File: config.mk
export PLATFORM = sky130hd
export DESIGN_NAME = branch_hazard_ctrl
export DESIGN_NICKNAME = d
export VERILOG_FILES = /design/src/rtl/branch_hazard_ctrl.sv
export SDC_FILE = /design/constraint.sdc
export NUM_CORES = 1
export LEC_CHECK = 0
export ABC_AREA = 1
export BUFFER_PORTS_ARGS = -buffer_cell sky130_fd_sc_hd__buf_2
export CORE_AREA = 2 2 69 55
export DETAILED_ROUTE_END_ITERATION = 8
export DIE_AREA = 0 0 71 57
export PLACE_DENSITY = 0.79
export SYNTH_ARGS = -nofsm -noshare
export SYNTH_HDL_FRONTEND = slang
export SYNTH_SLANG_ARGS = --single-unit
File: constraint.sdc
create_clock -name clk_i -period 3.5 [get_ports clk_i]
set_input_delay 1.05 -clock clk_i [delete_from_list [all_inputs] [get_ports clk_i]]
set_output_delay 1.05 -clock clk_i [all_outputs]
set_load 0.02 [all_outputs]
File: src/rtl/branch_hazard_ctrl.sv
// ============================================================================
// branch_hazard_ctrl: ID-stage branch/jump hazard stall, operand forwarding
// select and taken-redirect sequencing for the RV32I pipeline.
// Optional perf counters enabled by macro BRANCH_PERF_CNT_EN.
// Revision: 1.0
// ============================================================================
`default_nettype none

module branch_hazard_ctrl (
    input  logic        clk_i,
    input  logic        rst_i,
    input  logic        ID_Valid_i,
    input  logic        ID_BranchE_i,
    input  logic        ID_JumpE_i,
    input  logic        ID_isJALR_i,
    input  logic [4:0]  ID_Rs1Addr_i,
    input  logic [4:0]  ID_Rs2Addr_i,
    input  logic [4:0]  EX_RdAddr_i,
    input  logic        EX_RegWrite_i,
    input  logic        EX_MemRead_i,
    input  logic [4:0]  MEM_RdAddr_i,
    input  logic        MEM_RegWrite_i,
    input  logic        MEM_MemRead_i,
    input  logic [4:0]  WB_RdAddr_i,
    input  logic        WB_RegWrite_i,
    input  logic        Mem_stall_i,
    input  logic        PC_source_i,
    input  logic [31:0] Branch_target_i,
    output logic [1:0]  Fwd_Rs1_sel_o,
    output logic [1:0]  Fwd_Rs2_sel_o,
    output logic        Stall_IF_o,
    output logic        Stall_ID_o,
    output logic        Bubble_EX_o,
    output logic        PC_load_o,
    output logic [31:0] PC_target_o,
    output logic        Flush_IFID_o
`ifdef BRANCH_PERF_CNT_EN
    ,
    output logic [31:0] Branch_count_o,
    output logic [31:0] Taken_count_o,
    output logic [31:0] Stall_cycles_o
`endif
);

    typedef enum logic [0:0] {
        RUN   = 1'b0,
        STALL = 1'b1
    } state_t;

    state_t     state_q, state_d;
    logic [1:0] cnt_q, cnt_d;

    logic       cf;
    logic       use_rs1, use_rs2;
    logic       rs1_nz, rs2_nz;
    logic       ex_match, mem_match;
    logic [1:0] need;
    logic       stall;
    logic       redirect;

    assign cf      = ID_Valid_i & (ID_BranchE_i | ID_JumpE_i);
    assign use_rs1 = ID_BranchE_i | (ID_JumpE_i & ID_isJALR_i);
    assign use_rs2 = ID_BranchE_i;
    assign rs1_nz  = (ID_Rs1Addr_i != 5'd0);
    assign rs2_nz  = (ID_Rs2Addr_i != 5'd0);

    // Only sources the instruction actually reads can create a hazard.
    assign ex_match  = EX_RegWrite_i &
                       ((use_rs1 & rs1_nz & (EX_RdAddr_i == ID_Rs1Addr_i)) |
                        (use_rs2 & rs2_nz & (EX_RdAddr_i == ID_Rs2Addr_i)));
    assign mem_match = MEM_RegWrite_i &
                       ((use_rs1 & rs1_nz & (MEM_RdAddr_i == ID_Rs1Addr_i)) |
                        (use_rs2 & rs2_nz & (MEM_RdAddr_i == ID_Rs2Addr_i)));

    always_comb begin
        need = 2'd0;
        if (ex_match && EX_MemRead_i) begin
            need = 2'd2;
        end else if (ex_match || (mem_match && MEM_MemRead_i)) begin
            need = 2'd1;
        end
    end

    always_comb begin
        Fwd_Rs1_sel_o = 2'd0;
        Fwd_Rs2_sel_o = 2'd0;
        if (!rst_i) begin
            if (rs1_nz && MEM_RegWrite_i && !MEM_MemRead_i && (MEM_RdAddr_i == ID_Rs1Addr_i)) begin
                Fwd_Rs1_sel_o = 2'd1;
            end else if (rs1_nz && WB_RegWrite_i && (WB_RdAddr_i == ID_Rs1Addr_i)) begin
                Fwd_Rs1_sel_o = 2'd2;
            end
            if (rs2_nz && MEM_RegWrite_i && !MEM_MemRead_i && (MEM_RdAddr_i == ID_Rs2Addr_i)) begin
                Fwd_Rs2_sel_o = 2'd1;
            end else if (rs2_nz && WB_RegWrite_i && (WB_RdAddr_i == ID_Rs2Addr_i)) begin
                Fwd_Rs2_sel_o = 2'd2;
            end
        end
    end

    assign stall    = !rst_i && ((state_q == STALL) || (cf && (need != 2'd0)));
    assign redirect = !rst_i && !Mem_stall_i && (state_q == RUN) && cf &&
                      (need == 2'd0) && PC_source_i;

    assign Stall_IF_o   = stall;
    assign Stall_ID_o   = stall;
    assign Bubble_EX_o  = stall & ~Mem_stall_i;
    assign PC_load_o    = redirect;
    assign Flush_IFID_o = redirect;
    assign PC_target_o  = redirect ? Branch_target_i : 32'd0;

    always_comb begin
        state_d = state_q;
        cnt_d   = cnt_q;
        if (!Mem_stall_i) begin
            case (state_q)
                RUN: begin
                    if (cf && (need != 2'd0)) begin
                        cnt_d   = need - 2'd1;
                        state_d = (need == 2'd2) ? STALL : RUN;
                    end
                end
                STALL: begin
                    cnt_d = cnt_q - 2'd1;
                    if (cnt_q == 2'd1) begin
                        state_d = RUN;
                    end
                end
                default: state_d = RUN;
            endcase
        end
    end

    always_ff @(posedge clk_i) begin
        if (rst_i) begin
            state_q <= RUN;
            cnt_q   <= 2'd0;
        end else begin
            state_q <= state_d;
            cnt_q   <= cnt_d;
        end
    end

`ifdef BRANCH_PERF_CNT_EN
    logic [31:0] branch_cnt_q, taken_cnt_q, stall_cnt_q;
    logic        resolved;

    assign resolved = !Mem_stall_i && (state_q == RUN) && cf && (need == 2'd0);

    // Counters saturate rather than wrap so long runs never read as short ones.
    always_ff @(posedge clk_i) begin
        if (rst_i) begin
            branch_cnt_q <= 32'd0;
            taken_cnt_q  <= 32'd0;
            stall_cnt_q  <= 32'd0;
        end else begin
            if (resolved && (branch_cnt_q != 32'hFFFF_FFFF)) begin
                branch_cnt_q <= branch_cnt_q + 32'd1;
            end
            if (redirect && (taken_cnt_q != 32'hFFFF_FFFF)) begin
                taken_cnt_q <= taken_cnt_q + 32'd1;
            end
            if (stall && !Mem_stall_i && (stall_cnt_q != 32'hFFFF_FFFF)) begin
                stall_cnt_q <= stall_cnt_q + 32'd1;
            end
        end
    end

    assign Branch_count_o = rst_i ? 32'd0 : branch_cnt_q;
    assign Taken_count_o  = rst_i ? 32'd0 : taken_cnt_q;
    assign Stall_cycles_o = rst_i ? 32'd0 : stall_cnt_q;
`endif

endmodule

`default_nettype wire

# After elaboration in Yosys (flattened, before gate mapping)
# Index checks and enable logic that the tools add are counted.
# word_totals
in_bits	70
register_bits	3
wordCells	74
# classes
n_mux	15
n_reduce_logical	29
eq_ne	9
add_sub_neg	2
bitwise	17
# ops
cell	n
$mux 32	1
$eq 5x5->1	6
$logic_and 1x1->1	19
$mux 2	8
$and 1x1->1	11
$reduce_bool 5->1	2
$mux 1	4
$or 1x1->1	4
$pmux 2 s2	1
$sub 2x1->2 const B	2
$logic_not 1->1	3
$eq 2x1->1 const B	1
$eq 2x2->1 const B	1
$logic_not 2->1	1
$logic_or 1x1->1	2
$ne 2x2->1 const B	1
$not 1->1	2
$pmux 1 s2	1
$reduce_and 2->1	1
$reduce_bool 2->1	1

# Depth between registers and ports, before layout
# Gate-level depths: netlist of run 1.
# logic_depth
depth_word	15
depth_mapped	13
ltp_nobuf	13

# Least setup slack after synthesis of run 1
# OpenSTA, ideal clock, no wires.
# synth_path
path_kind	input-to-output
start	input port ID_Rs1Addr_i[2]
end	output port PC_load_o
cell_stages	11
t_arrival_ns	2.263
required_time_ns	2.450
path_slack_ns	0.187
cell_sequence	inv_1 > nand4_2 > nand2_1 > inv_1 > nand3_1 > nand2_2 > nand2_2 > nand4_4 > buf_6 > inv_1 > buf_4
# synth_via
elab_chain_cells	12
word_cells_on_any_way	18
cone_classes	2 x eq/ne; 2 x mux; 7 x bitwise; 7 x reduce/logical
# synth_lines
element	line_no	rtl
from (decl)	16	input logic [4:0] ID_Rs1Addr_i,
$reduce_bool 5->1	64	assign rs1_nz = (ID_Rs1Addr_i != 5'd0);
$and 1x1->1	69, 72	
$and 1x1->1	72	((use_rs1 & rs1_nz & (MEM_RdAddr_i == ID_Rs1Addr_i)) |
$or 1x1->1	72	
$and 1x1->1	71	assign mem_match = MEM_RegWrite_i &
$logic_and 1x1->1	79	end else if (ex_match || (mem_match && MEM_MemRead_i)) begin
$logic_or 1x1->1	79	
$mux 1	79	
$mux 2 (*)	77	if (ex_match && EX_MemRead_i) begin
$logic_not 2->1 (*)	103	(need == 2'd0) && PC_source_i;
$logic_and 1x1->1 (*)	102	assign redirect = !rst_i && !Mem_stall_i && (state_q == RUN) && cf &&
$logic_and 1x1->1 (*)	103	
to (decl)	34	output logic PC_load_o,
# Mark *: on every way between the ends. The rest lies on a longest branch, timed or not.

# Final worst setup path of run 1
# layout_path
start	input port ID_Rs1Addr_i[2]
end	output port PC_target_o[17]
# layout_via
elab_chain_cells	13
word_cells_on_any_way	19
cone_classes	2 x eq/ne; 3 x mux; 7 x bitwise; 7 x reduce/logical
# layout_lines
element	line_no	rtl
$reduce_bool 5->1	64	
$and 1x1->1	69, 72	
$and 1x1->1	72	
$or 1x1->1	72	
$and 1x1->1	71	
$logic_and 1x1->1	79	
$logic_or 1x1->1	79	
$mux 1	79	
$mux 2 (*)	77	
$logic_not 2->1 (*)	103	
$logic_and 1x1->1 (*)	102	
$logic_and 1x1->1 (*)	103	
$mux 32 (*)	110	assign PC_target_o = redirect ? Branch_target_i : 32'd0;
to (decl)	35	output logic [31:0] PC_target_o,
# Marked as above.

==> summary.txt, run 1 <==
Worst setup path
  – Launch point of the worst reg-to-reg path: state_q
  – Class of the most critical setup path: in -> out
  – Cells on worst reg2reg path: 5
  – Max FO, Critical Path: 8
  – Flop2flop setup slack: approximately 2.4 ns
  – Startpoint Class: primary input
  – Family with the most delay on the worst path: simple AND/OR/NAND/NOR gates
  – Critical path, cell by cell: buf_2, inv_4, nand4_4, nand2_2, inv_2, nand3_2, nand2_2, nand2_4, nand4_4, clkbuf_16, nor2_4, buf_6
  – Worst path max stage delay: about 0.25 ns
  – Crit path max-delay cell type: clkbuf_16
  – Worst reg2reg path endpoint: cnt_q[0]
  – Worst EP required: about 2.5 ns
  – CP arrival: 2.45 ns
  – Buffers plus inverters on the worst setup path: 5
  – Worst setup EP type: output port

Cells and area
  – Area growth syn-to-layout: 89.45%
  – Filler cells: 267
  – Share of post-route cells with drive strength above 1: 0.5933
  – Diode count: 0
  – Layout Nets: approximately 400
  – Final Non-Filler Cells: approximately 370
  – Design area: 2247 um2
  – Commonest non-fill, non-tap cells in the layout: 81 x buf_2, 49 x inv_1, 35 x nand2_1, 24 x nor2_2, 20 x buf_4
  – Most common cell after layout, fill and taps aside: buf_2

Placed design
  – Final RePlAce weighted congestion: between 0.9 and 1
  – DP Area: 1779 um2
  – PortBufs: 110
  – Placed Cells: between 300 and 400
  – DP Wirelength: approximately 3400 um

Floorplan
  – Initial Util: 0.3441
  – Die area: roughly 4000 um2
  – Core area: 3447 um2
  – Row Count: 19
  – DIE HEIGHT: about 57 um
  – Die W: between 70 and 80 um
  – Boundary Pins: ~110

Clock network
  – Clock latency on the worst-skew pair: approximately 0.21 ns
  – # clock sinks: 3
  – H-tree depth reported by CTS: 1
  – Bufs on Longest Clock Path: 2
  – Root buf cell: clkbuf_8
  – TritonCTS clock tree: yes
  – Num CTS Buffers: 3
  – Clk slew on worst S/H paths: approximately 0.03 ns

Timing
  – Clk_skew: between 0.002 and 0.0025 ns
  – Period minus WS final: 3.502 ns
  – Worst-margin pin slew: around 0.33 ns
  – Period utilization: 1.001
  – Max Slew Vio Count: 0
  – Worst rel slew slack: 0.7775
  – Setup Viol. Count Final: 1
  – FMAX: around 290 MHz
  – Setup ws final: -0.002126 ns
  – Final Hold Vio Count: 0
  – RSZ-0062 raised after global routing: true

Global route
  – GRT overflow: 0
  – Vias in the first global route: 1,473
  – First-pass GRT wire length: 6306 um
  – Antenna violations before repair: 0
  – All-layer global routing usage: 0.1878
  – Largest net degree at the start of global routing: 34

Yosys
  – Post-synthesis cell count: 208
  – Synth Area in Simple Gates: 0.5306
  – Largest family of logic cells by synthesized area: simple AND/OR/NAND/NOR gates
  – Synth async-reset ratio: 0
  – Post-synthesis register bit count: 3
  – Mux cell area share after synthesis: 0
  – Post-Synth XOR/XNOR Area: 0.1255
  – Ys flop type: dfxtp_1
  – Syn_nets: 279
  – Post-synthesis adder-cell area fraction: 0.01055
  – EDFF count, synth: 0
  – Yosys warns: 0
  – Mean post-synth cell area: roughly 5.7 um2
  – Synth cell types: 33
  – Sequential area share after synthesis: 0.05063
  – Synth Area in Compound Gates: 0.05802
  – Cell Area, Synth: about 1200 um2

Outcome
  – Failing checks: negative setup slack
  – Status: complete, but fails checks

Drt
  – DRC Markers: 0
  – Total wire length: approximately 4700 um
  – Post-route ant nets: 0
  – Post-DR vias/cell: 4.547
  – DRT iter0 DRCs: 73
  – WL per Instance: ~13 um
  – Pre-antenna DRT Iters: 4
  – DR vias: ~1,700

Flow run
  – Max-cap violations: 0

Worst hold path
  – WHS Endpoint: cnt_q[1]
  – Hold crit path type: reg -> reg
  – Cell count of the worst hold path: 4
  – Hold_sp: cnt_q[1]

Power and ir drop
  – Maximum vdd drop: between 0.1 and 0.15 mV
  – Static leakage: between 1 and 1.5 nW
  – Pwr/cell area: 143.5 nW/um2
  – Power Total: 0.0003224 W
## worst max path at each step
stage,start,to,cells after the start
after CTS,ID_Rs2Addr_i[0],Flush_IFID_o,11
after detailed placement,ID_Rs2Addr_i[0],Flush_IFID_o,11
after global routing,ID_Rs1Addr_i[2],PC_target_o[11],12
final,ID_Rs1Addr_i[2],PC_target_o[17],12
after global placement,ID_Rs2Addr_i[0],PC_load_o,11
after floorplan,ID_Rs1Addr_i[2],PC_load_o,11
## through the flow
step / hold slack (ns) / worst slack (ns) / utilization / setup TNS [ns]
2_1_floorplan: 0.4980 / 0.1869 / - / 0
3_3_place_gp: 0.5180 / 0.004183 / 0.5162 / 0
3_5_place_dp: 0.5380 / 0.003968 / 0.5162 / 0
4_1_cts: 0.5434 / 0.004478 / 0.5292 / 0
5_1_grt: 0.5742 / -0.09080 / 0.6519 / -1.521
6_report: 0.5365 / -0.002126 / 0.6519 / -0.002126
## tightest hold or removal path, delay by kind of cell, from the launching register on
kind / cells / cell delay (ns)
DFF: 1 / 0.29
and+or+nand+nor: 3 / 0.13
buffers and inverters: 1 / 0.07
## cells in the mapped netlist (all sizes together) (2+ instances only)
master / number / share of area
o22ai: 2 / 0.011
inv: 57 / 0.18
buf: 5 / 0.041
nor2: 49 / 0.22
o21ai: 3 / 0.013
xnor2: 11 / 0.081
nor3: 2 / 0.013
nand3: 9 / 0.063
xor2: 6 / 0.044
nand2: 45 / 0.15
dfxtp: 3 / 0.051
nand4: 5 / 0.044
## where the power goes
group | leakage, nW | switching (W) | internal, W
clock network | 0.0228 | 0.0000204 | 0.0000774
registers | 0.0242 | 0.000000167 | 0.0000347
logic | 1.30 | 0.000104 | 0.0000859
total | 1.35 | 0.000124 | 0.000198
## cell families after synthesis
logic type                 count (synthesis)
and+or+nand+nor                          114
adders and majority gates                  1
xor gates and xnor gates                  17
buffers and inverters                     63
AOI/OAI and AO/OA                         10
DFF                                        3
## layout make-up
cell class / count / area [um2] / share of cell area
inverters: 57 / 221.5 / 0.09855
well taps: 42 / 52.55 / 0.02339
repair buffers: 121 / 839.6 / 0.3736
flip-flops and latches: 3 / 60.06 / 0.02673
multi-input cells: 142 / 1028 / 0.4577
clock buffers: 4 / 45.04 / 0.02004
## registers in the layout, indices dropped and copies added, names as in the netlist
signal / cells
cnt_q: 2
state_q: 1
## routing by layer
layer	global-route usage	routed length, um	up-vias
met1	0.2414	1912	772
met4	0.03504	31	0
li1	-	-	849
met3	0.02473	231	6
met5	0	0	-
met2	0.3405	2567	51
## what timing repair did
| item | 4_1_cts | 5_1_grt |
|---|---|---|
| hold buffers | 0 | 0 |
| gates resized for setup | 0 | 100 |
| endpoints found under the setup margin | 0 | 37 |
| endpoints found under the hold margin | 0 | 0 |
| setup buffers | 0 | 3 |
Note: power is estimated with default switching activity, not from simulation.
==> run 2, diff against run 1 <==
Settings changed: CELL_PAD_IN_SITES_DETAIL_PLACEMENT set to 1, CELL_PAD_IN_SITES_GLOBAL_PLACEMENT set to 1, CORE_AREA 2 2 69 55 to 2 2 88 69, DIE_AREA 0 0 71 57 to 0 0 90 71, PLACE_DENSITY 0.79 to 0.8, SETUP_SLACK_MARGIN set to 0.3.
==> summary.txt, run 2 (synthesized netlist as in run 1, its figures left out) <==
Drt
  – Post-DR vias/cell: about 4.5
  – DR vias: 1,894
  – Post-route ant nets: 0
  – Total wire length: ~7300 um
  – DRC Markers: 0
  – WL per Instance: around 17 um
  – DRT iter0 DRCs: 91
  – Pre-antenna DRT Iters: 4

Cells and area
  – Commonest non-fill, non-tap cells in the layout: 58 x buf_2, 43 x inv_1, 36 x buf_6, 28 x nand2_1, 27 x buf_4
  – Diode count: 0
  – Most common cell after layout, fill and taps aside: buf_2
  – Max reg flops: 2
  – Largest registers: cnt_q: 2 flops, state_q: 1 flops
  – Layout Nets: around 410
  – Area growth syn-to-layout: 134.0%
  – Share of post-route cells with drive strength above 1: 0.6813
  – Biggest register: cnt_q

Worst setup path
  – Cells on worst reg2reg path: 8
  – Startpoint Class: primary input
  – Worst EP required: between 2 and 2.5 ns
  – Class of the most critical setup path: in -> out
  – Worst setup EP type: output port
  – CP arrival: approximately 2.6 ns
  – Max FO, Critical Path: 5

Clock network
  – Clock latency on the worst-skew pair: roughly 0.22 ns
  – Root buf cell: clkbuf_8
  – # hold bufs at CTS: 0
  – TritonCTS clock tree: yes
  – Bufs on Longest Clock Path: 2
  – Num CTS Buffers: 3
  – # clock sinks: 3
  – Clk slew on worst S/H paths: 0.03 ns
  – H-tree depth reported by CTS: 1

Worst hold path
  – Hold crit path type: reg -> reg
  – Cell count of the worst hold path: 4

Floorplan
  – Row Count: 24
  – DIE HEIGHT: 71 um
  – Die W: about 90 um
  – Boundary Pins: roughly 110
  – Initial Util: 0.2124
  – Core area: about 5600 um2
  – Die area: about 6400 um2

Power and ir drop
  – Maximum vdd drop: 0.1355 mV
  – Pwr/cell area: 139.5 nW/um2
  – Power Total: about 0.00039 W
  – Static leakage: between 1.5 and 2 nW

Outcome
  – Status: complete, but fails checks
  – Failing checks: negative setup slack

Timing
  – Setup ws final: -0.1027 ns
  – Clk_skew: 0.002727 ns
  – Max Slew Vio Count: 0
  – Worst-margin pin slew: just over 0.3 ns
  – Fin Hold WS: between 0.5 and 0.6 ns
  – Final Hold Vio Count: 0
  – FMAX: roughly 280 MHz
  – Setup Viol. Count Final: 26
  – Period minus WS final: about 3.6 ns
  – Post-route setup TNS: -1.242 ns
  – Worst rel slew slack: 0.7946
  – Period utilization: 1.029
  – RSZ-0062 raised after global routing: true

Global route
  – Largest net degree at the start of global routing: 21
  – Vias in the first global route: about 2,000
  – GRT overflow: 0
  – Antenna violations before repair: 0
  – First-pass GRT wire length: just under 10,000 um
  – All-layer global routing usage: 0.1931

Placed design
  – DP Wirelength: 4225 um
  – PortBufs: 110
  – Final RePlAce weighted congestion: between 0.8 and 0.9

Flow run
  – Max-cap violations: 0
-- run 2: layer usage --
| metal | GRT usage | share of wire |
|---|---|---|
| met5 | 0 | 0 |
| met4 | 0.06838 | 0.025 |
| met3 | 0.03301 | 0.064 |
| met2 | 0.3743 | 0.54 |
| met1 | 0.2138 | 0.37 |
-- run 2: repair_timing --
item,in CTS,in global routing
pin swaps,25,13
gates resized for setup,108,90
gates cloned,1,1
buffers inserted,9,4
endpoints found under the setup margin,38,40
-- run 2: per-stage QoR --
stage	utilization	instance area (um2)	worst slack, ns	std cells
floorplan	-	1199	0.2276	208
global placement	0.3383	1889	-0.02083	401
detailed placement	0.3383	1889	-0.005344	401
CTS	0.4319	2412	0.08435	415
global route	0.4969	2775	-0.1312	420
finish	0.4969	2775	-0.1027	420
-- run 2: path summary, 6_finish.rpt --
path	startpoint	endpoint	slack (ns)
min	cnt_q[1]	cnt_q[1]	0.53
max reg2reg	state_q	cnt_q[0]	2.06
min reg2reg	cnt_q[1]	cnt_q[1]	0.53
max	ID_Rs1Addr_i[1]	PC_target_o[30]	-0.10
-- run 2: final cells by class --
cell class / count / area (um2)
Tap cell: 78 / 97.59
Sequential cell: 3 / 60.06
Fill cell: 687 / 2810
Timing Repair Buffer: 136 / 1186
Clock buffer: 4 / 45.04
Inverter: 57 / 242.7
Multi-Input combinational cell: 142 / 1144
-- run 2: worst max-delay path, stage by stage --
cell and delay (ns):
buf_12 0.11, nor2_4 0.12, nand4_4 0.10, nand2_2 0.10, inv_2 0.05, nand3_2 0.07
nand2_2 0.09, nand2_4 0.09, nand4_4 0.19, buf_12 0.20, buf_16 0.13, nor2_4 0.10
buf_6 0.12
-- run 2: where the power goes --
group          internal, W  total [W]  switching, W
logic             0.000117   0.000247      0.000131
registers        0.0000347  0.0000349   0.000000174
clock network    0.0000780   0.000105     0.0000270
==> run 3, diff against run 2 <==
Settings changed: SETUP_SLACK_MARGIN 0.3 to not set.
==> summary.txt, run 3 (synthesized netlist as in run 1, its figures left out) <==
Flow run
  – Max-cap violations: 0

Cells and area
  – Commonest non-fill, non-tap cells in the layout: 83 x buf_2, 49 x inv_1, 39 x nand2_1, 21 x nor2_2, 19 x buf_6
  – Filler cells: roughly 760
  – Max reg flops: 2
  – Largest registers: cnt_q: 2 flops, state_q: 1 flops
  – Register area: 60.06 um2
  – Share of post-route cells with drive strength above 1: 0.5644
  – Multi-input combinational cell area: around 1000 um2
  – Layout Nets: 398
  – Most common cell after layout, fill and taps aside: buf_2
  – Diode count: 0
  – Biggest register: cnt_q
  – Core Util, Final: 0.4023
  – Area growth syn-to-layout: 89.45%

Power and ir drop
  – Power Total: between 0.0003 and 0.0004 W
  – Sw power: roughly 0.00012 W
  – Pwr/cell area: 140.7 nW/um2
  – Maximum vdd drop: about 0.23 mV
  – Seq pwr share: 0.110
  – Int Pwr: about 0.00019 W
  – Clock share of power: 0.316
  – Static leakage: about 1.3 nW
  – Gate power share: 0.574
  – Sw frac: 0.3874

Global route
  – Vias in the first global route: 1,611
  – GRT overflow: 0
  – Antenna violations before repair: 0
  – Largest net degree at the start of global routing: 34
  – First-pass GRT wire length: about 7300 um
  – All-layer global routing usage: 0.1349

Drt
  – Total wire length: about 5400 um
  – WL per Instance: roughly 13 um
  – DR vias: ~1,700
  – Post-DR vias/cell: 4.099
  – DRT iter0 DRCs: 31
  – DRC Markers: 0
  – Post-route ant nets: 0
  – Pre-antenna DRT Iters: 4

Worst setup path
  – Worst path max stage delay: between 0.2 and 0.3 ns
  – Max FO, Critical Path: 8
  – Worst setup EP type: output port
  – Critical path, cell by cell: buf_2, inv_2, nand4_2, nand2_1, inv_2, nand3_2, nand2_2, nand2_4, nand4_4, clkbuf_16, nor2_4, buf_6
  – Crit. path cell count: 12
  – Cells on worst reg2reg path: 5
  – CP arrival: approximately 2.4 ns
  – Crit path max-delay cell type: clkbuf_16
  – Class of the most critical setup path: in -> out
  – Buffers plus inverters on the worst setup path: 5
  – Most frequent cell on the critical path: inv_2
  – Family with the most delay on the worst path: simple AND/OR/NAND/NOR gates
  – Startpoint Class: primary input
  – Worst EP required: 2.45 ns

Clock network
  – H-tree depth reported by CTS: 1
  – Num CTS Buffers: 3
  – Clock latency on the worst-skew pair: approximately 0.21 ns
  – TritonCTS clock tree: yes
  – Clk slew on worst S/H paths: approximately 0.030 ns
  – Bufs on Longest Clock Path: 2
  – # hold bufs at CTS: 0
  – # clock sinks: 3
  – Root buf cell: clkbuf_8

Timing
  – Setup Viol. Count Final: 0
  – Worst-margin pin slew: roughly 0.46 ns
  – RSZ-0062 raised after global routing: true
  – Period minus WS final: 3.476 ns
  – Clk_skew: ~0.00071 ns
  – Setup ws final: between 0.02 and 0.025 ns
  – Post-route setup TNS: 0 ns
  – FMAX: between 200 and 300 MHz
  – Period utilization: 0.9932
  – Final Hold Vio Count: 0
  – Max Slew Vio Count: 0
  – Worst rel slew slack: 0.6932

Placed design
  – Final RePlAce weighted congestion: just over 0.8
  – PortBufs: 110
  – DP Wirelength: between 4000 and 5000 um
  – Dpl ws: -0.007658 ns

Floorplan
  – Row Count: 24
  – Core area: approximately 5600 um2
  – Die area: 6390 um2
  – Initial Util: 0.2124
  – Die W: roughly 90 um
  – DIE HEIGHT: between 70 and 80 um
  – Boundary Pins: around 110

Outcome
  – Status: complete, no violations

Worst hold path
  – Hold crit path type: reg -> reg
  – Cell count of the worst hold path: 4
-- run 3: cell count changes in the layout (fill, tap and decap cells not counted), moves of 5 or more --
cell | previous run | this run
buf_6 | 36 | 19
xnor2_2 | 6 | 0
buf_12 | 8 | 1
nand2_1 | 28 | 39
nor2_4 | 20 | 15
nand2_2 | 14 | 4
buf_2 | 58 | 83
inv_1 | 43 | 49
buf_4 | 27 | 13
xnor2_1 | 5 | 11
-- run 3: what timing repair did --
action,CTS,global route
setup buffers,0,3
pin swaps,0,15
setup endpoints to repair,2,37
cloned,0,4
gates resized for setup,0,93
-- run 3: worst paths after layout --
| kind | startpoint | endpoint | slack (ns) |
|---|---|---|---|
| min | cnt_q[1] | cnt_q[1] | 0.53 |
| max | ID_Rs1Addr_i[4] | PC_target_o[7] | 0.02 |
| max reg2reg | state_q | cnt_q[1] | 2.42 |
| min reg2reg | cnt_q[1] | cnt_q[1] | 0.53 |
-- run 3: cell type report --
type	count	area share
Clock buffer	4	0.02004
Multi-Input combinational cell	142	0.4399
Tap cell	78	0.04343
Sequential cell	3	0.02673
Inverter	57	0.09744
Timing Repair Buffer	120	0.3725
-- run 3: stage by stage --
stage                     cell area, um2  std cells  hold slack, ns
after floorplan                     1186        208          0.4980
after global placement              1817        393          0.5292
after detailed placement            1817        393          0.5437
after CTS                           1862        397          0.5485
after global routing                2247        404          0.5832
final                               2247        404          0.5320
-- run 3: routing by layer --
layer,wire length (um),GRT usage,part of all wire,vias to the layer above
met3,233,0.02449,0.043,4
met4,44,0.02393,0.0082,0
met2,2781,0.2490,0.52,44
li1,-,-,-,849
met5,0,0,0,-
met1,2299,0.1669,0.43,759
-- run 3: power groups by stage --
stage	registers (W)	logic, W	clock network (W)
floorplan	0.0000353	0.0000789	0
global placement	0.0000353	0.000146	0
detailed placement	0.0000353	0.000149	0
CTS	0.0000349	0.000150	0.000103
global route	0.0000349	0.000199	0.000108
finish	0.0000349	0.000181	0.0000999
-- run 3: worst register-to-register path, stage by stage, from the launching register on --
cell and delay (ns):
dfxtp_1 0.39, inv_1 0.14, nand2_1 0.16, nand3_4 0.11
nor2_1 0.11, nor2_1 0.05
